==> src/rtl/lsu_sram_master_if.sv <==
// SRAM-like data bus between the LSU (master) and the data memory (slave).
// One outstanding access at a time; req/addr_ok for the address, data_ok for the response.
interface lsu_sram_master_if;
   logic        data_req;
   logic        data_wr;
   logic [1:0]  data_size;
   logic [31:0] data_addr;
   logic [31:0] data_wdata;
   logic [3:0]  data_wstrb;
   logic        data_addr_ok;
   logic        data_data_ok;
   logic [31:0] data_rdata;

   modport master (
      output data_req, data_wr, data_size, data_addr, data_wdata, data_wstrb,
      input  data_addr_ok, data_data_ok, data_rdata
   );

   modport slave (
      input  data_req, data_wr, data_size, data_addr, data_wdata, data_wstrb,
      output data_addr_ok, data_data_ok, data_rdata
   );
endinterface

==> src/rtl/lsu_sram_master.sv <==
// Load/store unit: alignment check, single-outstanding SRAM bus master, load formatting.
// Define UNALIGNED_LS_EN to add LWL/LWR/SWL/SWR (ls_lr_i, old_rt_i).
module lsu_sram_master (
   input  logic                 clk,
   input  logic                 rst,
   input  logic                 ls_valid_i,
   input  logic                 ls_load_i,
   input  logic                 ls_store_i,
   input  logic [1:0]           ls_size_i,
   input  logic                 ls_signed_i,
   input  logic [1:0]           ls_lr_i,
   input  logic [31:0]          daddr_i,
   input  logic [31:0]          wdata_i,
   input  logic [31:0]          old_rt_i,
   input  logic                 flush_i,
   lsu_sram_master_if.master    bus,
   output logic                 stall_o,
   output logic                 done_o,
   output logic [31:0]          rdata_o,
   output logic                 adel_o,
   output logic                 ades_o,
   output logic [31:0]          badvaddr_o
);
   typedef enum logic [2:0] {S_IDLE, S_REQ, S_WAIT, S_DONE, S_CANCEL} state_e;

   typedef struct packed {
      logic        wr;
      logic [1:0]  bsize;
      logic [31:0] addr;
      logic [31:0] wdata;
      logic [3:0]  wstrb;
      logic [1:0]  off;
      logic [1:0]  lsize;
      logic        sgn;
   } req_t;

   state_e      state_q, state_d;
   req_t        req_q, req_d;
   logic [31:0] rdata_q, rdata_d;
   logic [31:0] ld_fmt;
   logic [7:0]  lb;
   logic [15:0] lh;
   logic        is_st, start, lr_op, misal, fault, accept;
   logic [1:0]  off;

   assign off   = daddr_i[1:0];
   assign is_st = ls_store_i & ~ls_load_i;
   // reset and flush both silence a new access in the cycle they are seen
   assign start = ls_valid_i & (ls_load_i | ls_store_i) & ~flush_i & ~rst & (state_q == S_IDLE);

`ifdef UNALIGNED_LS_EN
   logic [1:0]  lr_q, lr_d;
   logic [31:0] rt_q, rt_d;
   assign lr_op = (ls_lr_i != 2'b00);
`else
   logic unused_lr;
   assign unused_lr = ^{ls_lr_i, old_rt_i};
   assign lr_op     = 1'b0;
`endif

   assign misal  = ~lr_op & (((ls_size_i == 2'b01) & daddr_i[0]) |
                             (ls_size_i[1] & (daddr_i[1:0] != 2'b00)));
   assign fault  = start & misal;
   assign accept = start & ~misal;

   assign adel_o     = fault & ~is_st;
   assign ades_o     = fault & is_st;
   assign badvaddr_o = fault ? daddr_i : 32'h0;

   // request capture: bus fields are frozen at accept so they stay stable through REQ
   always_comb begin
      req_d = req_q;
`ifdef UNALIGNED_LS_EN
      lr_d = lr_q;
      rt_d = rt_q;
`endif
      if (accept) begin
         req_d.wr    = is_st;
         req_d.addr  = daddr_i;
         req_d.off   = off;
         req_d.lsize = ls_size_i;
         req_d.sgn   = ls_signed_i;
         req_d.bsize = (ls_size_i == 2'b11) ? 2'b10 : ls_size_i;
         case (ls_size_i)
            2'b00:   begin req_d.wstrb = 4'b0001 << off; req_d.wdata = {4{wdata_i[7:0]}};  end
            2'b01:   begin req_d.wstrb = 4'b0011 << off; req_d.wdata = {2{wdata_i[15:0]}}; end
            default: begin req_d.wstrb = 4'b1111;        req_d.wdata = wdata_i;            end
         endcase
`ifdef UNALIGNED_LS_EN
         lr_d = ls_lr_i;
         rt_d = old_rt_i;
         if (lr_op) begin
            req_d.addr  = {daddr_i[31:2], 2'b00};
            req_d.bsize = 2'b10;
            if (ls_lr_i == 2'b01) begin
               req_d.wstrb = 4'b1111 >> (2'd3 - off);
               req_d.wdata = wdata_i >> {2'd3 - off, 3'b000};
            end else begin
               req_d.wstrb = 4'b1111 << off;
               req_d.wdata = wdata_i << {off, 3'b000};
            end
         end
`endif
         if (!is_st) begin
            req_d.wstrb = 4'b0000;
            req_d.wdata = 32'h0;
         end
      end
   end

   always_comb begin
      lb = bus.data_rdata[{req_q.off, 3'b000} +: 8];
      lh = bus.data_rdata[{req_q.off[1], 4'b0000} +: 16];
      case (req_q.lsize)
         2'b00:   ld_fmt = {{24{req_q.sgn & lb[7]}}, lb};
         2'b01:   ld_fmt = {{16{req_q.sgn & lh[15]}}, lh};
         default: ld_fmt = bus.data_rdata;
      endcase
`ifdef UNALIGNED_LS_EN
      // LWL fills from the top, LWR from the bottom; the rest of the word keeps old rt
      if (lr_q == 2'b01)
         ld_fmt = (bus.data_rdata << {2'd3 - req_q.off, 3'b000}) |
                  (rt_q & (32'hFFFF_FFFF >> (6'd8 + {1'b0, req_q.off, 3'b000})));
      else if (lr_q != 2'b00)
         ld_fmt = (bus.data_rdata >> {req_q.off, 3'b000}) |
                  (rt_q & ~(32'hFFFF_FFFF >> {req_q.off, 3'b000}));
`endif
   end

   assign rdata_d = (state_q == S_WAIT && bus.data_data_ok && !flush_i) ? ld_fmt : rdata_q;

   always_ff @(posedge clk) begin
      if (rst) state_q <= S_IDLE;
      else     state_q <= state_d;
   end

   always_comb begin
      state_d = state_q;
      case (state_q)
         S_IDLE:   if (accept) state_d = S_REQ;
         S_REQ:    if (bus.data_addr_ok) state_d = flush_i ? S_CANCEL : S_WAIT;
                   else if (flush_i)     state_d = S_IDLE;
         S_WAIT:   if (flush_i)               state_d = bus.data_data_ok ? S_IDLE : S_CANCEL;
                   else if (bus.data_data_ok) state_d = S_DONE;
         S_DONE:   state_d = S_IDLE;
         S_CANCEL: if (bus.data_data_ok) state_d = S_IDLE;
         default:  state_d = S_IDLE;
      endcase
   end

   always_comb begin
      bus.data_req   = (state_q == S_REQ);
      bus.data_wr    = req_q.wr;
      bus.data_size  = req_q.bsize;
      bus.data_addr  = req_q.addr;
      bus.data_wdata = req_q.wdata;
      bus.data_wstrb = req_q.wstrb;
      stall_o        = accept | (state_q == S_REQ) | (state_q == S_WAIT) | (state_q == S_CANCEL);
      done_o         = (state_q == S_DONE);
      rdata_o        = rdata_q;
   end

   always_ff @(posedge clk) begin
      if (rst) begin
         req_q   <= '0;
         rdata_q <= 32'h0;
`ifdef UNALIGNED_LS_EN
         lr_q    <= 2'b00;
         rt_q    <= 32'h0;
`endif
      end else begin
         req_q   <= req_d;
         rdata_q <= rdata_d;
`ifdef UNALIGNED_LS_EN
         lr_q    <= lr_d;
         rt_q    <= rt_d;
`endif
      end
   end
endmodule

==> src/flat_wrapper.sv <==
// flat-port wrapper written by rule: the top's interface ports become plain ports
module lsu_sram_master_flat 
  (clk, rst, ls_valid_i, ls_load_i, ls_store_i, ls_size_i, ls_signed_i, ls_lr_i, daddr_i, wdata_i, old_rt_i, flush_i, stall_o, done_o, rdata_o, adel_o, ades_o, badvaddr_o, bus_data_req, bus_data_wr, bus_data_size, bus_data_addr, bus_data_wdata, bus_data_wstrb, bus_data_addr_ok, bus_data_data_ok, bus_data_rdata);
  lsu_sram_master_if bus_i ();
  input  logic clk;
  input  logic rst;
  input  logic ls_valid_i;
  input  logic ls_load_i;
  input  logic ls_store_i;
  input  logic [1:0] ls_size_i;
  input  logic ls_signed_i;
  input  logic [1:0] ls_lr_i;
  input  logic [31:0] daddr_i;
  input  logic [31:0] wdata_i;
  input  logic [31:0] old_rt_i;
  input  logic flush_i;
  output logic stall_o;
  output logic done_o;
  output logic [31:0] rdata_o;
  output logic adel_o;
  output logic ades_o;
  output logic [31:0] badvaddr_o;
  output wire logic [$bits(bus_i.data_req)-1:0] bus_data_req;
  output wire logic [$bits(bus_i.data_wr)-1:0] bus_data_wr;
  output wire logic [$bits(bus_i.data_size)-1:0] bus_data_size;
  output wire logic [$bits(bus_i.data_addr)-1:0] bus_data_addr;
  output wire logic [$bits(bus_i.data_wdata)-1:0] bus_data_wdata;
  output wire logic [$bits(bus_i.data_wstrb)-1:0] bus_data_wstrb;
  input wire logic [$bits(bus_i.data_addr_ok)-1:0] bus_data_addr_ok;
  input wire logic [$bits(bus_i.data_data_ok)-1:0] bus_data_data_ok;
  input wire logic [$bits(bus_i.data_rdata)-1:0] bus_data_rdata;
  assign bus_data_req = bus_i.data_req;
  assign bus_data_wr = bus_i.data_wr;
  assign bus_data_size = bus_i.data_size;
  assign bus_data_addr = bus_i.data_addr;
  assign bus_data_wdata = bus_i.data_wdata;
  assign bus_data_wstrb = bus_i.data_wstrb;
  assign bus_i.data_addr_ok = bus_data_addr_ok;
  assign bus_i.data_data_ok = bus_data_data_ok;
  assign bus_i.data_rdata = bus_data_rdata;
  lsu_sram_master u_core (.clk(clk), .rst(rst), .ls_valid_i(ls_valid_i), .ls_load_i(ls_load_i), .ls_store_i(ls_store_i), .ls_size_i(ls_size_i), .ls_signed_i(ls_signed_i), .ls_lr_i(ls_lr_i), .daddr_i(daddr_i), .wdata_i(wdata_i), .old_rt_i(old_rt_i), .flush_i(flush_i), .bus(bus_i), .stall_o(stall_o), .done_o(done_o), .rdata_o(rdata_o), .adel_o(adel_o), .ades_o(ades_o), .badvaddr_o(badvaddr_o));
endmodule
==> config.mk <==
export PLATFORM = sky130hd
export DESIGN_NAME = lsu_sram_master_flat
export DESIGN_NICKNAME = d
export VERILOG_FILES = /design/src/rtl/lsu_sram_master_if.sv /design/src/rtl/lsu_sram_master.sv /design/src/flat_wrapper.sv
export SDC_FILE = /design/constraint.sdc
export NUM_CORES = 1
export LEC_CHECK = 0
export CAP_MARGIN = 20
export CORE_MARGIN = 1.5
export CORE_UTILIZATION = 30
export CTS_CLUSTER_DIAMETER = 100
export CTS_CLUSTER_SIZE = 24
export DETAILED_ROUTE_END_ITERATION = 8
export PLACE_DENSITY = 0.63
export SLEW_MARGIN = 20
export SYNTH_ARGS = -nofsm -noshare
export SYNTH_HDL_FRONTEND = slang
export SYNTH_SLANG_ARGS = --single-unit
==> constraint.sdc <==
create_clock -name clk -period 2.46 [get_ports clk]
set_input_delay 0.492 -clock clk [delete_from_list [all_inputs] [get_ports clk]]
set_output_delay 0.492 -clock clk [all_outputs]
set_load 0.05 [all_outputs]
==> out/qor.yml, run 1 <==
grt:
  gr-usage-met1_pct: 23.97
  grt.met2_usage_pct: 31.95
  grt_antenna_before_repair: 0
  gr-usage-met3_pct: 5.989
  globalRouteTotalUtil_pct: 19.41
  grt_pass1_vias: 5620
  grt.busiest_layer: "met2"
  grt_first_pass_wirelength_mm: 31.26
  grt-ovfl-total: 0
  grt_max_degree: 77
synth:
  synth.net_count: 870
  ys_seq_area_share_pct: 36.15
  ys_warn_count: 0
  syn_inst: 729
  ys_seq_elements: 109
  synth_ff_type: "dfxtp_1"
  syn_area_um2: 6037
  synth_edf_count: 0
  avgSynthCellArea_um2: 8.281
  synthArstFlopShare_pct: 0
  yosys.cell_types.count: 50
critical_path:
  crit_fanout: 19
  cp-end-kind: "output pin"
  reg2reg_to: "u_core.bus.data_wstrb[2]"
  arrival_ns: 1.92
  reg2reg_slack_ns: 0.65
  crit_start: "ls_store_i"
  worstReg2RegStart: "u_core.state_q[2]"
  crit_type: "in -> out"
  rr_worst_depth: 6
  cp-start-kind: "input port"
  cp_data_required_time_ns: 1.97
run:
  cap_violations: 0
placement:
  dp_slack_ns: -0.08486
  gp_congestion: 0.8372
  io_buffers: 246
  dp_cells: 1143
  place_area_um2: 8755
  hpwl_mm: 14.27
power_and_ir_drop:
  p_clk_share_pct: 35.2
  p_int_mw: 2.855
  power_switching_mw: 1.142
  power_mw: 3.997
  leakage_nw: 3.177
  p_comb_share_pct: 19.9
  pwr_density_cell_nw_per_um2: 434.3
  vdd_drop_max_v: 0.0002869
  seqPwrFrac_pct: 44.9
  swShare_pct: 28.56
layout:
  multi_input_area_um2: 3128
  drive_gt1_share_pct: 17.95
  area_growth_pct: 52.46
  final_area_um2: 9204
  seqCellArea_um2: 2182
  final_nets: 1033
  stdcell_count: 1162
  antenna_cells: 0
  fillers: 1884
  final_util_pct: 46.98
timing:
  grt_setup_unrepaired: "yes"
  setup_ws_ns: 0.04379
  hold-worst-slack_ns: 0.4584
  finalSetupViolCount: 0
  min_period_over_period_pct: 98.22
  finalSetupTns_ns: 0
  clock_skew_ns: 0.007166
  slew_headroom_pct: 48.45
  hold_viol: 0
  fmax_ghz: 0.4139
  worstMarginPinSlew_ns: 0.7732
  period_minus_slack_ns: 2.416
  drv_slew: 0
clocking:
  cts_root_buffer: "clkbuf_16"
  clock_sinks: 109
  cts_tree: "yes"
  cts_made_buffers: 9
  htree_levels: 3
  hold_buffers: 0
  clkLatencyLatePin_ns: 0.35
  clk_path_buf_depth: 2
  clkTransAtPathRegs_ns: 0.07
floorplan:
  fp.dieH_um: 144.9
  die_w_um: 144.9
  die-area_um2: 20980
  core.rowCount: 51
  fp.coreArea_um2: 19590
  io_pins: 281
  start_util_pct: 30.82
worst_hold_path:
  hold_path.startpoint: "u_core.rdata_o[8]"
  hold-path-endpoint: "u_core.rdata_o[8]"
  hp-class: "reg -> reg"
  whs_path_depth: 2
routing:
  detail_route.drc_violations: 0
  drtIter0Drc: 177
  firstDrtPassIters: 5
  routed_wl_mm: 20.24
  routedWlPerCell_um: 17.42
  vias: 5775
  avgViaCountPerCell: 4.970
  antenna_left: 0
status:
  status: "finished clean"
-- critical path: stages --
cell and delay, ns:
clkdlybuf4s50_1 0.44, o2111a_4 0.35, buf_4 0.15, buf_12 0.14, and3_4 0.19, buf_12 0.14
-- registers in the layout (all words and copies together) (netlist names) --
name                   count
u_core.bus.data_size       2
u_core.bus.data_addr      31
u_core.state_q             3
u_core.req_q               4
u_core.bus.data_wstrb      4
u_core.bus.data_wr         1
u_core.bus.data_wdata     32
u_core.rdata_o            32
-- cells by family after synthesis --
logic type	share of synthesized area, %
mux	7.544
xor+xnor	0.2902
flops	36.15
compound gates	18.90
buf+inv	14.45
simple gates	22.67
-- power groups by stage --
| stage | combinational (mW) | clock [mW] | sequential (mW) |
|---|---|---|---|
| finish | 0.795 | 1.41 | 1.79 |
| CTS | 0.800 | 1.47 | 1.79 |
| global placement | 0.774 | 0 | 1.83 |
| detailed placement | 0.774 | 0 | 1.84 |
| global route | 0.847 | 1.54 | 1.80 |
| floorplan | 0.380 | 0 | 1.84 |
-- what timing repair did --
item / in CTS / in global routing
buffers inserted: 2 / 0
endpoints found under the hold margin: 0 / 0
endpoints found under the setup margin: 34 / 7
gates resized for setup: 25 / 2
pin swaps: 2 / 0
gates cloned: 1 / 0
-- layout by cell type (no fill, tap or decap), drive strengths merged, types with 2 or more instances in the layout --
master / n
clkdlybuf4s50: 205
dfxtp: 109
o21ai: 92
buf: 83
a21oi: 46
nand2: 41
nor2: 41
nand2b: 38
nand3: 35
and3: 35
nand4: 32
mux2i: 23
a211oi: 17
mux2: 16
nor3: 12
clkbuf: 10
nor2b: 9
a221oi: 8
o221ai: 7
inv: 4
nor3b: 3
nand3b: 3
clkinv: 3
mux4: 2
nand4b: 2
clkinvlp: 2
dlygate4sd2: 2
a31o: 2
or4: 2
-- per-layer routing --
| layer | routed length [um] | vias to the layer above |
|---|---|---|
| met5 | 0 | - |
| met4 | 423 | 0 |
| met3 | 1886 | 26 |
| met2 | 9410 | 230 |
| met1 | 8517 | 2666 |
| li1 | - | 2853 |
-- cell usage after synthesis (16+ instances only) --
library cell  instances  area share (%)
a211oi_1             17             2.1
a21oi_1              45             3.7
and3_1               35             3.6
buf_2                22             1.8
buf_4                76             9.5
clkbuf_1             32             2.0
dfxtp_1             109              36
mux2_2               16             3.0
mux2i_1              23             3.8
nand2_1              41             2.5
nand2b_1             38             3.9
nand3_1              35             2.9
nand4_1              32             3.3
nor2_1               40             2.5
o21ai_0              29             2.4
o21ai_1              61             5.1
-- worst max-delay path by stage --
| stage | end | slack (ns) |
|---|---|---|
| 2_1_floorplan | done_o | 0.10 |
| 3_3_place_gp | badvaddr_o[17] | -0.10 |
| 3_5_place_dp | badvaddr_o[19] | -0.08 |
| 4_1_cts | badvaddr_o[27] | 0.05 |
| 5_1_grt | badvaddr_o[22] | -0.007 |
| 6_report | badvaddr_o[27] | 0.04 |
-- layout make-up --
cell class,count,area share (%)
Sequential cell,109,23.71
Clock buffer,10,2.488
Inverter,3,0.1223
Tap cell,265,3.603
Timing Repair Buffer,290,35.59
Multi-Input combinational cell,479,33.99
Clock inverter,6,0.5030
Note: power is estimated with default switching activity, not from simulation.
==> run 2: changes to the inputs <==
Settings changed: CORE_ASPECT_RATIO set to 0.75.
==> out/qor.yml, run 2 (synthesis results as in run 1) <==
grt:
  grt-ovfl-total: 0  # unchanged
  grt_max_degree: 62  # was 77
  grt_antenna_before_repair: 0  # unchanged
  grt_first_pass_wirelength_mm: 31.00  # was 31.26 mm
  grt_pass1_vias: 5407  # was 5,620
  globalRouteTotalUtil_pct: 18.77  # was 19.41%
timing:
  min_period_over_period_pct: 97.72  # was 98.22%
  finalSetupViolCount: 0  # unchanged
  drv_slew: 0  # unchanged
  period_minus_slack_ns: 2.404  # was 2.416 ns
  hold_viol: 0  # unchanged
  grt_setup_unrepaired: "no"  # was yes
  fmax_ghz: 0.4160  # was 0.4139 GHz
  slew_headroom_pct: 48.55  # was 48.45%
  worstMarginPinSlew_ns: 0.7689  # was 0.7732 ns
  clock_skew_ns: 0.01022  # was 0.007166 ns
  setup_ws_ns: 0.05602  # was 0.04379 ns
worst_hold_path:
  hp-class: "reg -> reg"  # unchanged
  hold_path.startpoint: "u_core.rdata_o[13]"  # was u_core.rdata_o[8]
routing:
  routedWlPerCell_um: 17.43  # was 17.42 um
  drtIter0Drc: 409  # was 177
  vias: 5744  # was 5,775
  firstDrtPassIters: 9  # was 5
  avgViaCountPerCell: 4.977  # was 4.970
  routed_wl_mm: 20.11  # was 20.24 mm
  antenna_left: 0  # unchanged
  detail_route.drc_violations: 18  # was 0
status:
  status: "complete, but fails checks"  # was finished clean
  violations: "design-rule violations"
layout:
  antenna_cells: 0  # unchanged
  drive_gt1_share_pct: 16.43  # was 17.95%
  area_growth_pct: 52.19  # was 52.46%
  final_common_cell: "clkdlybuf4s50_1"  # unchanged
  final_cell_mix: "203 x clkdlybuf4s50_1, 108 x dfxtp_1, 61 x o21ai_1"  # was 205 x clkdlybuf4s50_1, 109 x dfxtp_1, 61 x o21ai_1
  final_util_pct: 47.01  # was 46.98%
  final_area_um2: 9188  # was 9204 um2
  final_nets: 1037  # was 1,033
critical_path:
  arrival_ns: 1.91  # was 1.92 ns
  worstPathCellList: "clkdlybuf4s50_1 -> a21o_1 -> o21a_4 -> clkbuf_16 -> and3_1 -> buf_12"  # was clkdlybuf4s50_1 -> o2111a_4 -> buf_4 -> buf_12 -> and3_4 -> buf_12
  crit_fanout: 18  # was 19
  cp_top_family: "buffers and inverters"  # unchanged
  cp_data_required_time_ns: 1.97  # about the same
  worstSetupEndpoint: "badvaddr_o[1]"  # was badvaddr_o[27]
  worstReg2RegStart: "u_core.bus.data_addr[1]"  # was u_core.state_q[2]
  cp.depth: 6  # unchanged
  reg2reg_to: "u_core.rdata_o[11]"  # was u_core.bus.data_wstrb[2]
  crit_type: "in -> out"  # unchanged
  cp-start-kind: "input port"  # unchanged
  crit_slowest_cell: "clkdlybuf4s50_1"  # unchanged
  path_buf_inv: 3  # was 4
  crit_start: "daddr_i[0]"  # was ls_store_i
  rr_worst_depth: 4  # was 6
  reg2reg_slack_ns: 0.63  # was 0.65 ns
  cpPeakStageDelay_ns: 0.50  # was 0.44 ns
  cp-end-kind: "output pin"  # unchanged
floorplan:
  fp.dieH_um: 125.9  # was 144.9 um
  fp.coreArea_um2: 19540  # was 19,590 um2
  die-area_um2: 20990  # was 20,980 um2
  die_w_um: 166.8  # was 144.9 um
  io_pins: 281  # unchanged
  core.rowCount: 44  # was 51
  start_util_pct: 30.89  # was 30.82%
clocking:
  cts_made_buffers: 9  # unchanged
  cts_root_buffer: "clkbuf_16"  # unchanged
  clk_path_buf_depth: 2  # unchanged
  cts_tree: "yes"  # unchanged
  clock_sinks: 109  # unchanged
  hold_buffers: 0  # unchanged
  clkTransAtPathRegs_ns: 0.07  # about the same
  clkLatencyLatePin_ns: 0.36  # was 0.35 ns
  htree_levels: 3  # unchanged
power_and_ir_drop:
  pwr_density_cell_nw_per_um2: 437.1  # was 434.3 nW/um2
  leakage_nw: 3.261  # was 3.177 nW
  vdd_drop_max_v: 0.0002793  # was 0.0002869 V
  power_mw: 4.016  # was 3.997 mW
run:
  cap_violations: 0  # unchanged
placement:
  place_area_um2: 8747  # was 8755 um2
  gp_congestion: 0.8088  # was 0.8372
  io_buffers: 246  # unchanged
  hpwl_mm: 14.24  # was 14.27 mm
  dp_slack_ns: -0.09893  # was -0.08486 ns
[run 2: worst min path at each step]
stage	end	slack [ns]	cells after the start
after floorplan	u_core.bus.data_wdata[0]	0.44	2
after CTS	u_core.rdata_o[13]	0.46	2
final	u_core.rdata_o[13]	0.46	2
after global placement	u_core.rdata_o[9]	0.44	2
after detailed placement	u_core.rdata_o[13]	0.45	2
after global routing	u_core.rdata_o[10]	0.48	2
[run 2: what timing repair did]
action	in CTS	in global routing
cloned	2	1
endpoints found under the setup margin	34	24
resized for setup	12	2
buffers inserted	2	1
pin swaps	2	2
[run 2: layer usage]
| metal | share of wire, % | up-vias | global-route usage, % |
|---|---|---|---|
| li1 | - | 2863 | - |
| met1 | 49 | 2699 | 26.33 |
| met2 | 44 | 164 | 28.92 |
| met3 | 5.3 | 18 | 4.148 |
| met4 | 1.5 | 0 | 5.294 |
| met5 | 0 | - | 0 |
[run 2: final cells by class]
cell class	instances	area, um2
fill	1872	10360
timing repair buffer	294	3353
multi-input combinational	479	3040
sequential	109	2183
tap	253	316.6
clock buffer	10	229.0
clock inverter	6	53.80
inverter	3	11.26
[run 2: stage by stage]
step / instances / hold slack, ns / setup TNS (ns)
after detailed placement: 1132 / 0.4465 / -2.306
final: 1154 / 0.4554 / 0
after global routing: 1154 / 0.4771 / 0
after CTS: 1152 / 0.4571 / 0
after floorplan: 729 / 0.4422 / 0
after global placement: 1132 / 0.4413 / -1.071
[run 2: worst register-to-register path, delay by kind of cell, from the launching register on]
family	cells	cell delay, ns
compound gates	3	0.58
mux	1	0.57
flops	1	0.53
[run 2: power by group]
group	leakage [nW]	switching (mW)	internal [mW]
logic	2.25	0.418	0.384
clock network	0.136	0.711	0.707
registers	0.879	0.0127	1.78
total	3.26	1.14	2.87
==> run 3: changes to the inputs <==
Settings changed: SKIP_LAST_GASP set to 1.
==> out/qor.yml, run 3 (synthesis results as in run 1) <==
status:
  status: "complete, but fails checks"  # unchanged
  violations: "design-rule violations"  # unchanged
power_and_ir_drop:
  leakage_nw: 3.262  # was 3.261 nW
  pwr_density_cell_nw_per_um2: 437.1  # about the same
  power_mw: 4.016  # about the same
  vdd_drop_max_v: 0.0002793  # about the same
placement:
  dp_slack_ns: -0.09893  # unchanged
  gp_congestion: 0.8088  # unchanged
  io_buffers: 246  # unchanged
  place_area_um2: 8747  # unchanged
  hpwl_mm: 14.24  # unchanged
timing:
  setup_ws_ns: 0.05617  # was 0.05602 ns
  period_minus_slack_ns: 2.404  # about the same
  slew_headroom_pct: 48.55  # unchanged
  min_period_over_period_pct: 97.72  # about the same
  clock_skew_ns: 0.01023  # was 0.01022 ns
  grt_setup_unrepaired: "yes"  # was no
  fmax_ghz: 0.4160  # about the same
  hold_viol: 0  # unchanged
  worstMarginPinSlew_ns: 0.7689  # unchanged
  drv_slew: 0  # unchanged
  finalSetupViolCount: 0  # unchanged
routing:
  avgViaCountPerCell: 4.972  # was 4.977
  detail_route.drc_violations: 18  # unchanged
  firstDrtPassIters: 9  # unchanged
  routedWlPerCell_um: 17.42  # was 17.43 um
  routed_wl_mm: 20.11  # about the same
  drtIter0Drc: 409  # unchanged
  vias: 5738  # was 5,744
  antenna_left: 0  # unchanged
clocking:
  cts_root_buffer: "clkbuf_16"  # unchanged
  clkTransAtPathRegs_ns: 0.07  # about the same
  cts_tree: "yes"  # unchanged
  cts_made_buffers: 9  # unchanged
  clock_sinks: 109  # unchanged
  clk_path_buf_depth: 2  # unchanged
  htree_levels: 3  # unchanged
  hold_buffers: 0  # unchanged
  clkLatencyLatePin_ns: 0.36  # about the same
critical_path:
  worstReg2RegStart: "u_core.state_q[2]"  # was u_core.bus.data_addr[1]
  cp_data_required_time_ns: 1.97  # about the same
  reg2reg_to: "u_core.bus.data_wdata[4]"  # was u_core.rdata_o[11]
  reg2reg_slack_ns: 0.62  # was 0.63 ns
  arrival_ns: 1.91  # about the same
  crit_type: "in -> out"  # unchanged
  crit_slowest_cell: "clkdlybuf4s50_1"  # unchanged
  crit_start: "daddr_i[0]"  # unchanged
  cp-start-kind: "input port"  # unchanged
  rr_worst_depth: 7  # was 4
  cpPeakStageDelay_ns: 0.50  # about the same
  worstSetupEndpoint: "badvaddr_o[1]"  # unchanged
  worstPathCellList: "clkdlybuf4s50_1 -> a21o_1 -> o21a_4 -> clkbuf_16 -> and3_1 -> buf_12"  # unchanged
  crit_fanout: 18  # unchanged
  cp-end-kind: "output pin"  # unchanged
floorplan:
  fp.coreArea_um2: 19540  # unchanged
  start_util_pct: 30.89  # unchanged
  fp.dieH_um: 125.9  # unchanged
  die_w_um: 166.8  # unchanged
  core.rowCount: 44  # unchanged
  io_pins: 281  # unchanged
  die-area_um2: 20990  # unchanged
layout:
  antenna_cells: 0  # unchanged
  final_common_cell: "clkdlybuf4s50_1"  # unchanged
  final_area_um2: 9188  # unchanged
  final_util_pct: 47.01  # unchanged
  area_growth_pct: 52.19  # unchanged
  final_nets: 1037  # unchanged
  final_cell_mix: "203 x clkdlybuf4s50_1, 108 x dfxtp_1, 61 x o21ai_1"  # unchanged
  drive_gt1_share_pct: 16.43  # unchanged
grt:
  grt-ovfl-total: 0  # unchanged
  globalRouteTotalUtil_pct: 18.77  # unchanged
  grt_pass1_vias: 5407  # unchanged
  grt_antenna_before_repair: 0  # unchanged
  grt_first_pass_wirelength_mm: 31.00  # unchanged
  grt_max_degree: 62  # unchanged
worst_hold_path:
  hp-class: "reg -> reg"  # unchanged
run:
  cap_violations: 0  # unchanged
run 3: timing repair:
action,4_1_cts,5_1_grt
resized for setup,12,2
endpoints found under the setup margin,34,24
endpoints found under the hold margin,0,0
pin swaps,2,1
buffers inserted,2,1
gates cloned,2,1
run 3: layout make-up:
type | instances | area [um2]
Fill cell | 1872 | 10360
Timing Repair Buffer | 294 | 3353
Multi-Input combinational cell | 479 | 3040
Sequential cell | 109 | 2183
Tap cell | 253 | 316.6
Clock buffer | 10 | 229.0
Clock inverter | 6 | 53.80
Inverter | 3 | 11.26
run 3: where the power goes:
part | switching (mW) | internal [mW] | total [mW]
Clock | 0.712 | 0.707 | 1.42
Sequential | 0.0127 | 1.78 | 1.80
Combinational | 0.418 | 0.384 | 0.802
run 3: worst min-delay path by stage:
stage,startpoint,to,cells after the start
after floorplan,u_core.bus.data_wdata[0],u_core.bus.data_wdata[0],2
after global placement,u_core.rdata_o[9],u_core.rdata_o[9],2
after detailed placement,u_core.rdata_o[13],u_core.rdata_o[13],2
after CTS,u_core.rdata_o[13],u_core.rdata_o[13],2
after global routing,u_core.rdata_o[10],u_core.rdata_o[10],2
final,u_core.rdata_o[13],u_core.rdata_o[13],2
run 3: through the flow:
step | setup TNS [ns] | instances | hold WS [ns]
final | 0 | 1154 | 0.4554
after global routing | -0.005978 | 1154 | 0.4771
after CTS | 0 | 1152 | 0.4571
after detailed placement | -2.306 | 1132 | 0.4465
after global placement | -1.071 | 1132 | 0.4413
after floorplan | 0 | 729 | 0.4422
run 3: routing by layer:
layer / share of wire [%] / vias up / global-route usage, %
met1: 49 / 2692 / 26.33
met5: 0 / - / 0
li1: - / 2867 / -
met2: 44 / 161 / 28.92
met3: 5.3 / 18 / 4.148
met4: 1.5 / 0 / 5.294
run 3: worst max-delay path, delay by kind of cell:
family | cells | cell delay (ns)
buffers and inverters | 3 | 0.84
AO/OA/AOI/OAI | 2 | 0.36
AND/OR/NAND/NOR | 1 | 0.21
